[src/rtl/stream_demux_pkg.sv]
// Shared types and constants for the stream demultiplexer.
package stream_demux_pkg;

    typedef enum logic {
        SLOT_EMPTY = 1'b0,
        SLOT_FULL  = 1'b1
    } slot_state_t;

    localparam int                    DROP_CNT_W   = 8;
    localparam logic [DROP_CNT_W-1:0] DROP_CNT_MAX = '1;

    // Increment that sticks at the top value instead of wrapping.
    function automatic logic [DROP_CNT_W-1:0] sat_inc(input logic [DROP_CNT_W-1:0] v);
        return (v == DROP_CNT_MAX) ? v : v + 1'b1;
    endfunction

endpackage

[src/rtl/stream_demux_if.sv]
// Producer/consumer bus of the stream demux: one input stream, N output streams.
interface stream_demux_if
    import stream_demux_pkg::*;
#(
    parameter int WIDTH = 8,
    parameter int N_OUT = 4
);
    localparam int SEL_W = $clog2(N_OUT);

    logic [WIDTH-1:0]            in_data;
    logic [SEL_W-1:0]            in_sel;
    logic                        in_valid;
    logic                        in_ready;
    logic [N_OUT-1:0][WIDTH-1:0] out_data;
    logic [N_OUT-1:0]            out_valid;
    logic [N_OUT-1:0]            out_ready;
    logic [DROP_CNT_W-1:0]       drop_cnt;

    // Demux side
    modport slave (
        input  in_data, in_sel, in_valid, out_ready,
        output in_ready, out_data, out_valid, drop_cnt
    );

    // Producer/consumer side
    modport master (
        output in_data, in_sel, in_valid, out_ready,
        input  in_ready, out_data, out_valid, drop_cnt
    );
endinterface

[src/rtl/demux_slot.sv]
// One-entry output register with valid/ready; a load may coincide with a drain.
module demux_slot
    import stream_demux_pkg::*;
#(
    parameter int WIDTH = 8
) (
    input  logic             clk,
    input  logic             rst,
    input  logic             load,        // input transfer targeting this slot
    input  logic [WIDTH-1:0] load_data,
    input  logic             out_ready,
    output logic             out_valid,
    output logic [WIDTH-1:0] out_data,
    output logic             slot_ready   // slot can take a beat this cycle
);
    slot_state_t      state_q, state_d;
    logic [WIDTH-1:0] data_q,  data_d;

    // State and payload registers; reset empties the slot immediately
    always_ff @(posedge clk or posedge rst) begin
        if (rst) begin
            state_q <= SLOT_EMPTY;
            data_q  <= '0;
        end else begin
            state_q <= state_d;
            data_q  <= data_d;
        end
    end

    // Next state: load wins (fill or reload), otherwise a drain empties the slot
    always_comb begin
        state_d = state_q;
        data_d  = data_q;
        if (load) begin
            state_d = SLOT_FULL;
            data_d  = load_data;
        end else if (state_q == SLOT_FULL && out_ready) begin
            state_d = SLOT_EMPTY;
        end
    end

    assign out_valid  = (state_q == SLOT_FULL);
    assign out_data   = data_q;
    assign slot_ready = (state_q == SLOT_EMPTY) || out_ready;

endmodule

[src/rtl/stream_demux.sv]
// 1-to-N stream demux: routes each accepted beat to a per-channel registered slot.
// Out-of-range selects are accepted, discarded and counted.
module stream_demux
    import stream_demux_pkg::*;
#(
    parameter int WIDTH = 8,
    parameter int N_OUT = 4
) (
    input logic           clk,
    input logic           rst,
    stream_demux_if.slave bus
);
    localparam int SEL_W = $clog2(N_OUT);

    logic [SEL_W-1:0]            sel;
    logic                        in_range;
    logic [N_OUT-1:0]            sel_hit;
    logic [N_OUT-1:0]            slot_rdy;
    logic [N_OUT-1:0]            load;
    logic [N_OUT-1:0]            out_valid_w;
    logic [N_OUT-1:0][WIDTH-1:0] out_data_w;
    logic                        in_ready_c;
    logic                        xfer;
    logic                        drop;
    logic [DROP_CNT_W-1:0]       drop_cnt_q, drop_cnt_d;

    assign sel = bus.in_sel;

    // With a power-of-two channel count every select value is a real channel
    if ((1 << SEL_W) == N_OUT) begin : g_full_range
        assign in_range = 1'b1;
    end else begin : g_part_range
        assign in_range = (32'(sel) < N_OUT);
    end

    // One-hot decode of the select tag
    always_comb begin
        sel_hit = '0;
        for (int k = 0; k < N_OUT; k++) begin
            sel_hit[k] = (32'(sel) == k);
        end
    end

    // Ready looks only at the addressed slot; drops are always accepted
    always_comb begin
        in_ready_c = 1'b0;
        if (!rst) begin
            in_ready_c = in_range ? |(sel_hit & slot_rdy) : 1'b1;
        end
    end

    assign xfer = bus.in_valid && in_ready_c;
    assign load = {N_OUT{xfer}} & sel_hit;
    assign drop = xfer && !in_range;

    for (genvar k = 0; k < N_OUT; k++) begin : g_slot
        demux_slot #(.WIDTH(WIDTH)) u_slot (
            .clk        (clk),
            .rst        (rst),
            .load       (load[k]),
            .load_data  (bus.in_data),
            .out_ready  (bus.out_ready[k]),
            .out_valid  (out_valid_w[k]),
            .out_data   (out_data_w[k]),
            .slot_ready (slot_rdy[k])
        );
    end

    // Drop counter register
    always_ff @(posedge clk or posedge rst) begin
        if (rst) drop_cnt_q <= '0;
        else     drop_cnt_q <= drop_cnt_d;
    end

    // Count discarded beats, holding at the maximum
    always_comb begin
        drop_cnt_d = drop_cnt_q;
        if (drop) drop_cnt_d = sat_inc(drop_cnt_q);
    end

    assign bus.in_ready  = in_ready_c;
    assign bus.out_valid = out_valid_w;
    assign bus.out_data  = out_data_w;
    assign bus.drop_cnt  = drop_cnt_q;

endmodule

[src/flat_wrapper.sv]
// flat-port wrapper written by rule: the top's interface ports become plain ports
module stream_demux_flat import stream_demux_pkg::*;
#(
    parameter int WIDTH = 8,
    parameter int N_OUT = 4
)
  (clk, rst, bus_in_data, bus_in_sel, bus_in_valid, bus_out_ready, bus_in_ready, bus_out_data, bus_out_valid, bus_drop_cnt);
  stream_demux_if #(.WIDTH(WIDTH), .N_OUT(N_OUT)) bus_i ();
  input logic clk;
  input logic rst;
  input wire logic [$bits(bus_i.in_data)-1:0] bus_in_data;
  input wire logic [$bits(bus_i.in_sel)-1:0] bus_in_sel;
  input wire logic [$bits(bus_i.in_valid)-1:0] bus_in_valid;
  input wire logic [$bits(bus_i.out_ready)-1:0] bus_out_ready;
  output wire logic [$bits(bus_i.in_ready)-1:0] bus_in_ready;
  output wire logic [$bits(bus_i.out_data)-1:0] bus_out_data;
  output wire logic [$bits(bus_i.out_valid)-1:0] bus_out_valid;
  output wire logic [$bits(bus_i.drop_cnt)-1:0] bus_drop_cnt;
  assign bus_i.in_data = bus_in_data;
  assign bus_i.in_sel = bus_in_sel;
  assign bus_i.in_valid = bus_in_valid;
  assign bus_i.out_ready = bus_out_ready;
  assign bus_in_ready = bus_i.in_ready;
  assign bus_out_data = bus_i.out_data;
  assign bus_out_valid = bus_i.out_valid;
  assign bus_drop_cnt = bus_i.drop_cnt;
  stream_demux #(.WIDTH(WIDTH), .N_OUT(N_OUT)) u_core (.clk(clk), .rst(rst), .bus(bus_i));
endmodule
[config.mk]
export PLATFORM = sky130hd
export DESIGN_NAME = stream_demux_flat
export DESIGN_NICKNAME = d
export VERILOG_FILES = /design/src/rtl/stream_demux_pkg.sv /design/src/rtl/stream_demux_if.sv /design/src/rtl/demux_slot.sv /design/src/rtl/stream_demux.sv /design/src/flat_wrapper.sv
export SDC_FILE = /design/constraint.sdc
export NUM_CORES = 1
export LEC_CHECK = 0
export ABC_CLOCK_PERIOD_IN_PS = 2910
export BUFFER_PORTS_ARGS = -buffer_cell sky130_fd_sc_hd__buf_2
export CORE_MARGIN = 2
export CORE_UTILIZATION = 40
export CTS_CLUSTER_DIAMETER = 30
export DETAILED_ROUTE_END_ITERATION = 10
export MAX_ROUTING_LAYER = met4
export PLACE_DENSITY = 0.69
export REMOVE_ABC_BUFFERS = 1
export SLEW_MARGIN = 10
export SYNTH_ARGS = -nofsm -noshare
export SYNTH_HDL_FRONTEND = slang
export SYNTH_SLANG_ARGS = --single-unit
[constraint.sdc]
create_clock -name clk -period 2.91 [get_ports clk]
set_clock_uncertainty 0.15 [all_clocks]
set_input_delay 0.1455 -clock clk [delete_from_list [all_inputs] [get_ports clk]]
set_output_delay 0.1455 -clock clk [all_outputs]
set_load 0.02 [all_outputs]
==> results by group, run 1 <==
Run status
  • Run status: finished with violations
  • Failing checks: hold timing

Critical path
  • WP buf/inv: 2
  • Slowest stage delay, CP: 0.56 ns
  • Worst path arrival time: 1.96 ns
  • Worst-path fanout max: 8
  • Top cell family by delay on the critical path: simple AND/OR/NAND/NOR gates
  • Critical path endpoint category: flop
  • Critical path type: in -> reg
  • Worst-path cell chain: dlygate4sd3_1 -> buf_2 -> nand2b_1 -> or3b_1 -> mux2_1
  • CP max-delay cell: or3b_1
  • Worst path required time: 2.91 ns
  • Worst setup SP type: primary input

Floorplan
  • Die ar.: 4460 µm²
  • Core area: 3720 µm²
  • Die Y: 66.8 µm
  • Die X: 66.8 µm
  • Starting Density: 42.4%
  • I/O pins: 62
  • Row count: 22

Clock tree
  • Root buffer cell: clkbuf_8
  • TritonCTS clock tree: done
  • Reg clk slew, reported paths: 0.06 ns
  • Sink Count: 36
  • H-tree levels: 2
  • Worst-case clock buffer depth: 2
  • Number of CTS-inserted buffers: 5
  • Worst skew pair latency: 0.28 ns
  • Setup bufs post-CTS: 0

Drt
  • DR DRC count: 0
  • ANT nets after route: 0
  • Mean number of vias per cell: 4.73
  • Via count: 1,021
  • First drt pass iteration count: 2
  • WL/cell: 15.0 µm
  • Iteration-0 DRC Markers: 49
  • Routed wire length: 3.24 mm

Placement
  • GPL Wtd Cong: 0.751
  • PortBufs: 53
  • Placed cells: 201
  • Post-Place Worst Slack: 1.16 ns
  • HPWL after DPL: 2.37 mm
  • Dpl cell area: 1820 µm²

Power
  • Power, Total: 1.38 mW
  • Leak: 1.00 nW
  • Combinational share of power: 30.4%
  • Peak VDD IR: 246 µV
  • Sw frac: 32.0%
  • NetSw: 441 µW
  • PwrDens: 693 nW/µm²
  • Reg power frac: 47.6%
  • Part of the power in the clock network: 22.0%
  • Int Pwr: 938 µW

Synth
  • Number of synthesized register bits: 36
  • Post-synthesis average cell area: 14.6 µm²
  • Sequential area share after synthesis: 57.1%
  • Mux contribution to synthesized area: 24.8%
  • Async S/R FF share, synth: 100%
  • Post-synthesis cell count: 108
  • Post-Synth XOR/XNOR Area: 0%
  • Largest family of logic cells by synthesized area: multiplexers
  • Ys Warns: 0
  • Post-synthesis adder-cell area fraction: 0%
  • Synth cell types: 26
  • Post-synth EDFFs: 0
  • Main synth FF type: dfrtp_1
  • Post-Syn Area: 1580 µm²
  • Simple-gate share of the synthesized area: 8.02%
  • Post-synthesis compound-gate area fraction: 2.22%

STA
  • TNS Setup: 0 ns
  • Transition at the pin with the smallest max-transition slack: 0.995 ns
  • Hold Worst Slack: -0.0267 ns
  • Max Fclk: 0.511 GHz
  • Final Max Tran Viols: 0
  • Worst relative slew slack: 33.6%
  • RSZ-0062 raised after global routing: false
  • Worst setup margin: 0.952 ns
  • Setup violations, final: 0
  • Final Critical Period: 1.96 ns
  • Fin. Hold Viols: 26
  • Fin crit share: 67.3%

Global route
  • First-pass GRT wire length: 5.13 mm
  • Gr ovfl total: 0
  • Largest net degree at the start of global routing: 28
  • Initial antenna violation count: 0
  • Vias in the first global route: 1,139
  • Global-route usage over all layers: 16.3%

Worst hold path
  • Type of the worst min-delay path: in -> async

Cells and area
  • Diodes inserted: 0
  • Share of layout cells above drive strength 1: 56.0%
  • Most frequent cells in the layout: 53 x buf_2, 36 x dfrtp_1, 23 x mux2_2
  • Commonest non-fill, non-tap cell in the layout: buf_2
  • Area Growth Syn to Fin: 26.1%
  • Final net count: 187
  • Final Instance Area: 1990 µm²
  • Post-Layout Cell Count: 216
  • Fin util: 53.5%

Job
  • Max-cap violations: 0
-- path summary, 6_finish.rpt --
path	cells after the start	from	end	slack [ns]
max	5	bus_in_sel[1]	u_core.g_slot[1].u_slot.out_data[2]	0.95
min	2	rst	u_core.g_slot[0].u_slot.out_valid	-0.03
max reg2reg	3	u_core.g_slot[3].u_slot.out_valid	u_core.g_slot[3].u_slot.out_data[1]	1.17
min reg2reg	1	u_core.g_slot[1].u_slot.out_data[3]	u_core.g_slot[1].u_slot.out_data[3]	0.35
max in group asynchronous	3	rst	u_core.g_slot[1].u_slot.out_data[5]	1.93
min in group clk	2	bus_in_sel[0]	u_core.g_slot[2].u_slot.out_valid	0.02
-- synthesized netlist by cell type, types with 2 or more instances --
| library cell | instances | area, µm² |
|---|---|---|
| dfrtp_1 | 36 | 901 |
| nand3b_1 | 2 | 15.0 |
| nor2b_1 | 2 | 12.5 |
| mux2_2 | 23 | 259 |
| mux2_4 | 8 | 120 |
| buf_4 | 12 | 90.1 |
| buf_2 | 3 | 15.0 |
| nand2b_1 | 3 | 18.8 |
| o21bai_1 | 2 | 15.0 |
-- area by class of cell --
class / instances / area, µm²
inverter: 1 / 3.75
clock buffer: 5 / 68.8
fill: 330 / 1730
timing repair buffer: 64 / 373
tap: 48 / 60.1
sequential: 36 / 901
multi-input combinational: 62 / 582
-- power by group through the flow --
stage | combinational, mW | clock, mW | sequential, mW
6_report | 0.419 | 0.303 | 0.656
5_1_grt | 0.449 | 0.339 | 0.666
4_1_cts | 0.425 | 0.313 | 0.657
3_5_place_dp | 0.414 | 0 | 0.666
3_3_place_gp | 0.405 | 0 | 0.659
2_1_floorplan | 0.133 | 0 | 0.789
-- registers in the layout, indices dropped and copies added (netlist names) --
register	count
u_core.g_slot.u_slot.out_valid	4
u_core.g_slot.u_slot.out_data	32
-- layer usage --
metal	wire (µm)	track usage (%)	vias up
met5	0	-	-
met4	126	11.0	0
met3	214	3.55	11
met2	1620	28.4	45
met1	1270	16.4	491
li1	-	-	474
-- kinds of logic after synthesis --
family | Yosys count
buf+inv | 17
flops | 36
compound gates | 5
mux | 32
simple gates | 17
other cells | 1
-- timing repair --
item / CTS / global route
hold buffers: 10 / 0
endpoints found under the hold margin: 22 / 0
gates resized for setup: 0 / 0
Note: power is estimated with default switching activity, not from simulation.
==> inputs of run 2 (changes only) <==
ABC_AREA = 1   (was unset)
ABC_CLOCK_PERIOD_IN_PS = 1600   (was 2910)
PLACE_DENSITY = 0.7   (was 0.69)
clock period = 1.6 ns   (was 2.91 ns; I/O delays follow)
==> run 2 against run 1 <==
Effect of this change:
- the flow now finishes without violations
- die area grew 6.9%
- worst setup slack lost 0.85 ns
- sequential share of layout area shrank 4.7 points
- global-route usage grew 2.1 points
- critical path depth grew 1
- non-clock buffer count grew 12
- wire length grew 29%
- critical endpoint is now bus_in_ready
==> results by group, run 2 <==
Power
  • PwrDens: 1210 nW/µm² (was 693 nW/µm²)
  • Leak: 1.27 nW (was 1.00 nW)
  • Peak VDD IR: 606 µV (was 246 µV)

STA
  • Fin crit share: 93.5%
  • RSZ-0062 raised after global routing: true (was false)
  • Max Fclk: 0.668 GHz
  • Fin. Hold Viols: 0 (was 26)
  • Setup violations, final: 0 (unchanged)
  • Final Max Tran Viols: 0 (unchanged)
  • Final Critical Period: 1.50 ns

Drt
  • First drt pass iteration count: 4 (was 2)
  • Routed wire length: 4.18 mm (was 3.24 mm)
  • WL/cell: 13.5 µm (was 15.0 µm)
  • ANT nets after route: 0 (unchanged)
  • Via count: 1,479 (was 1,021)
  • DR DRC count: 0 (unchanged)
  • Iteration-0 DRC Markers: 53 (was 49)
  • Mean number of vias per cell: 4.79 (was 4.73)

Critical path
  • Worst setup SP type: flop (was primary input)
  • Critical path type: reg -> out (was in -> reg)
  • Critical path origin: u_core.g_slot[1].u_slot.out_valid (was bus_in_sel[1])
  • WP buf/inv: 1 (was 2)
  • Worst-path fanout max: 3 (was 8)
  • R2R Path Start: u_core.g_slot[1].u_slot.out_valid (was u_core.g_slot[3].u_slot.out_valid)
  • CP max-delay cell: dfrtp_1 (was or3b_1)
  • Worst path arrival time: 1.27 ns (was 1.96 ns)
  • Slowest stage delay, CP: 0.37 ns (was 0.56 ns)
  • Critical path endpoint category: output port (was flop)
  • Worst path required time: 1.37 ns (was 2.91 ns)
  • Worst-path cell chain: nand2_1 -> nand2_1 -> nand2_2 -> nor2_4 -> nor2_4 -> buf_6 (was dlygate4sd3_1 -> buf_2 -> nand2b_1 -> or3b_1 -> mux2_1)
  • Top cell family by delay on the critical path: simple AND/OR/NAND/NOR gates (unchanged)

Synth
  • Ys Warns: 0 (unchanged)
  • Async S/R FF share, synth: 100% (unchanged)
  • Main synth FF type: dfrtp_1 (unchanged)
  • Sequential area share after synthesis: 53.3% (was 57.1%)
  • Number of synthesized register bits: 36 (unchanged)
  • Post-synthesis cell count: 187 (was 108)
  • Post-Syn Area: 1690 µm² (was 1580 µm²)
  • Top cells by count, synth: 78 x nand2_1, 36 x dfrtp_1, 32 x nand4_1 (was 36 x dfrtp_1, 23 x mux2_2, 12 x buf_4)
  • Post-synth EDFFs: 0 (unchanged)
  • Top cell type's share of synthesized area: 53.3% (was 57.1%)
  • Most common cell in the netlist: nand2_1 (was dfrtp_1)
  • Top cells by area, synth: dfrtp_1 53%, nand2_1 17%, nand4_1 12%, buf_4 5.3%, nand4_2 3.0% (was dfrtp_1 57%, mux2_2 16%, mux2_4 7.6%, buf_4 5.7%, nand2b_1 1.2%)
  • Synth cell types: 15 (was 26)
  • Synth area leader: dfrtp_1 (unchanged)
  • Post-synthesis average cell area: 9.05 µm² (was 14.6 µm²)

Global route
  • Global-route usage over all layers: 18.5% (was 16.3%)
  • Largest net degree at the start of global routing: 23 (was 28)
  • Vias in the first global route: 1,364 (was 1,139)
  • Gr ovfl total: 0 (unchanged)
  • First-pass GRT wire length: 6.71 mm (was 5.13 mm)
  • Initial antenna violation count: 0 (unchanged)

Placement
  • PortBufs: 53 (unchanged)
  • HPWL after DPL: 2.78 mm (was 2.37 mm)
  • GPL Wtd Cong: 0.801 (was 0.751)
  • Placed cells: 287 (was 201)

Clock tree
  • H-tree levels: 2 (unchanged)
  • Root buffer cell: clkbuf_8 (unchanged)
  • Worst skew pair latency: 0.29 ns (was 0.28 ns)
  • Sink Count: 36 (unchanged)
  • Worst-case clock buffer depth: 2 (unchanged)
  • Reg clk slew, reported paths: 0.07 ns (was 0.06 ns)
  • Number of CTS-inserted buffers: 5 (unchanged)
  • TritonCTS clock tree: done (unchanged)

Job
  • Max-cap violations: 0 (unchanged)

Worst hold path
  • Type of the worst min-delay path: in -> reg (was in -> async)
  • Hold path start: bus_in_valid

Floorplan
  • Core area: 4030 µm² (was 3720 µm²)
  • Row count: 23 (was 22)
  • Die X: 69.0 µm (was 66.8 µm)
  • Starting Density: 42.0% (was 42.4%)
  • Die Y: 69.0 µm (was 66.8 µm)
  • I/O pins: 62 (unchanged)
  • Die ar.: 4770 µm² (was 4460 µm²)

Cells and area
  • Most frequent cells in the layout: 75 x nand2_1, 52 x buf_2, 36 x dfrtp_1 (was 53 x buf_2, 36 x dfrtp_1, 23 x mux2_2)
  • Post-Layout Cell Count: 309 (was 216)
  • Area Growth Syn to Fin: 31.3% (was 26.1%)
  • Share of layout cells above drive strength 1: 32.4% (was 56.0%)
  • Fin util: 55.1% (was 53.5%)
  • Max reg flops: 32 (unchanged)
  • Final net count: 275 (was 187)
  • Diodes inserted: 0 (unchanged)
  • Commonest non-fill, non-tap cell in the layout: nand2_1 (was buf_2)

Run status
  • Run status: finished clean (was finished with violations)
run 2: cell types whose count changed in the layout (fill, tap and decap cells not counted), sizes merged, moves of 2 or more:
cell,previous run,this run
buf,54,63
clkbuf,5,8
dlygate4sd3,10,13
inv,1,8
mux2,32,0
nand2,1,80
nand2b,4,0
nand3b,2,0
nand4,0,36
nor2,1,5
nor2b,2,0
nor3,2,0
o21bai,2,0
or3b,2,0
run 2: cell families (layout without fill, tap and decap cells):
group	Yosys count	in the layout	share of synthesized area [%]
DFF	36	36	53.3
buffers and inverters	29	94	10.7
other	1	8	0.222
and+or+nand+nor	121	121	35.9
run 2: layout make-up:
type	count	area (µm²)
Timing Repair Buffer	76	477
Tap cell	50	62.6
Clock buffer	8	90.1
Inverter	10	41.3
Multi-Input combinational cell	129	649
Fill cell	396	1810
Sequential cell	36	901
run 2: per-layer routing:
| metal | part of all wire, % | wire [µm] | global-route usage [%] | up-vias |
|---|---|---|---|---|
| met5 | 0 | 0 | - | - |
| met4 | 2.3 | 95 | 7.84 | 0 |
| met3 | 5.6 | 233 | 4.68 | 9 |
| met2 | 48 | 1990 | 27.6 | 46 |
| met1 | 44 | 1850 | 24.0 | 679 |
| li1 | - | - | - | 745 |
run 2: timing repair:
| item | 4_1_cts | 5_1_grt |
|---|---|---|
| pin swaps | 0 | 6 |
| hold endpoints to repair | 50 | 0 |
| cloned | 0 | 0 |
| gates resized for setup | 3 | 6 |
| hold buffers | 13 | 0 |
| endpoints found under the setup margin | 1 | 37 |
| buffers inserted | 1 | 1 |
run 2: path summary, 6_finish.rpt:
path / to / slack (ns) / depth (start not counted)
max: bus_in_ready / 0.10 / 6
max reg2reg: u_core.g_slot[3].u_slot.out_data[7] / 0.11 / 8
min: u_core.g_slot[0].u_slot.out_data[7] / 0.09 / 3
max in group asynchronous: u_core.g_slot[2].u_slot.out_data[7] / 0.59 / 4
min reg2reg: u_core.g_slot[2].u_slot.out_data[3] / 0.32 / 2
min in group asynchronous: u_core.g_slot[1].u_slot.out_data[3] / 0.17 / 3
run 2: report_power, final:
part	internal, mW	switching [mW]
Combinational	0.281	0.549
Sequential	1.10	0.0938
Clock	0.351	0.309
Total	1.73	0.951
run 2: worst min-delay path, delay by kind of cell:
family / cells / cell delay, ns
buffers and inverters: 1 / 0.22
AND/OR/NAND/NOR: 2 / 0.18
run 2: stage by stage:
stage	setup TNS [ns]	hold slack [ns]	area, µm²	setup WS [ns]	power, mW
2_1_floorplan	-8.64	-0.0158	1580	-0.240	1.69
3_3_place_gp	0	-0.0817	1970	0.136	2.00
3_5_place_dp	0	-0.0816	1970	0.141	2.01
4_1_cts	0	0.0844	2210	0.0185	2.69
5_1_grt	-0.00295	0.103	2220	-0.00295	2.84
6_report	0	0.0857	2220	0.103	2.68
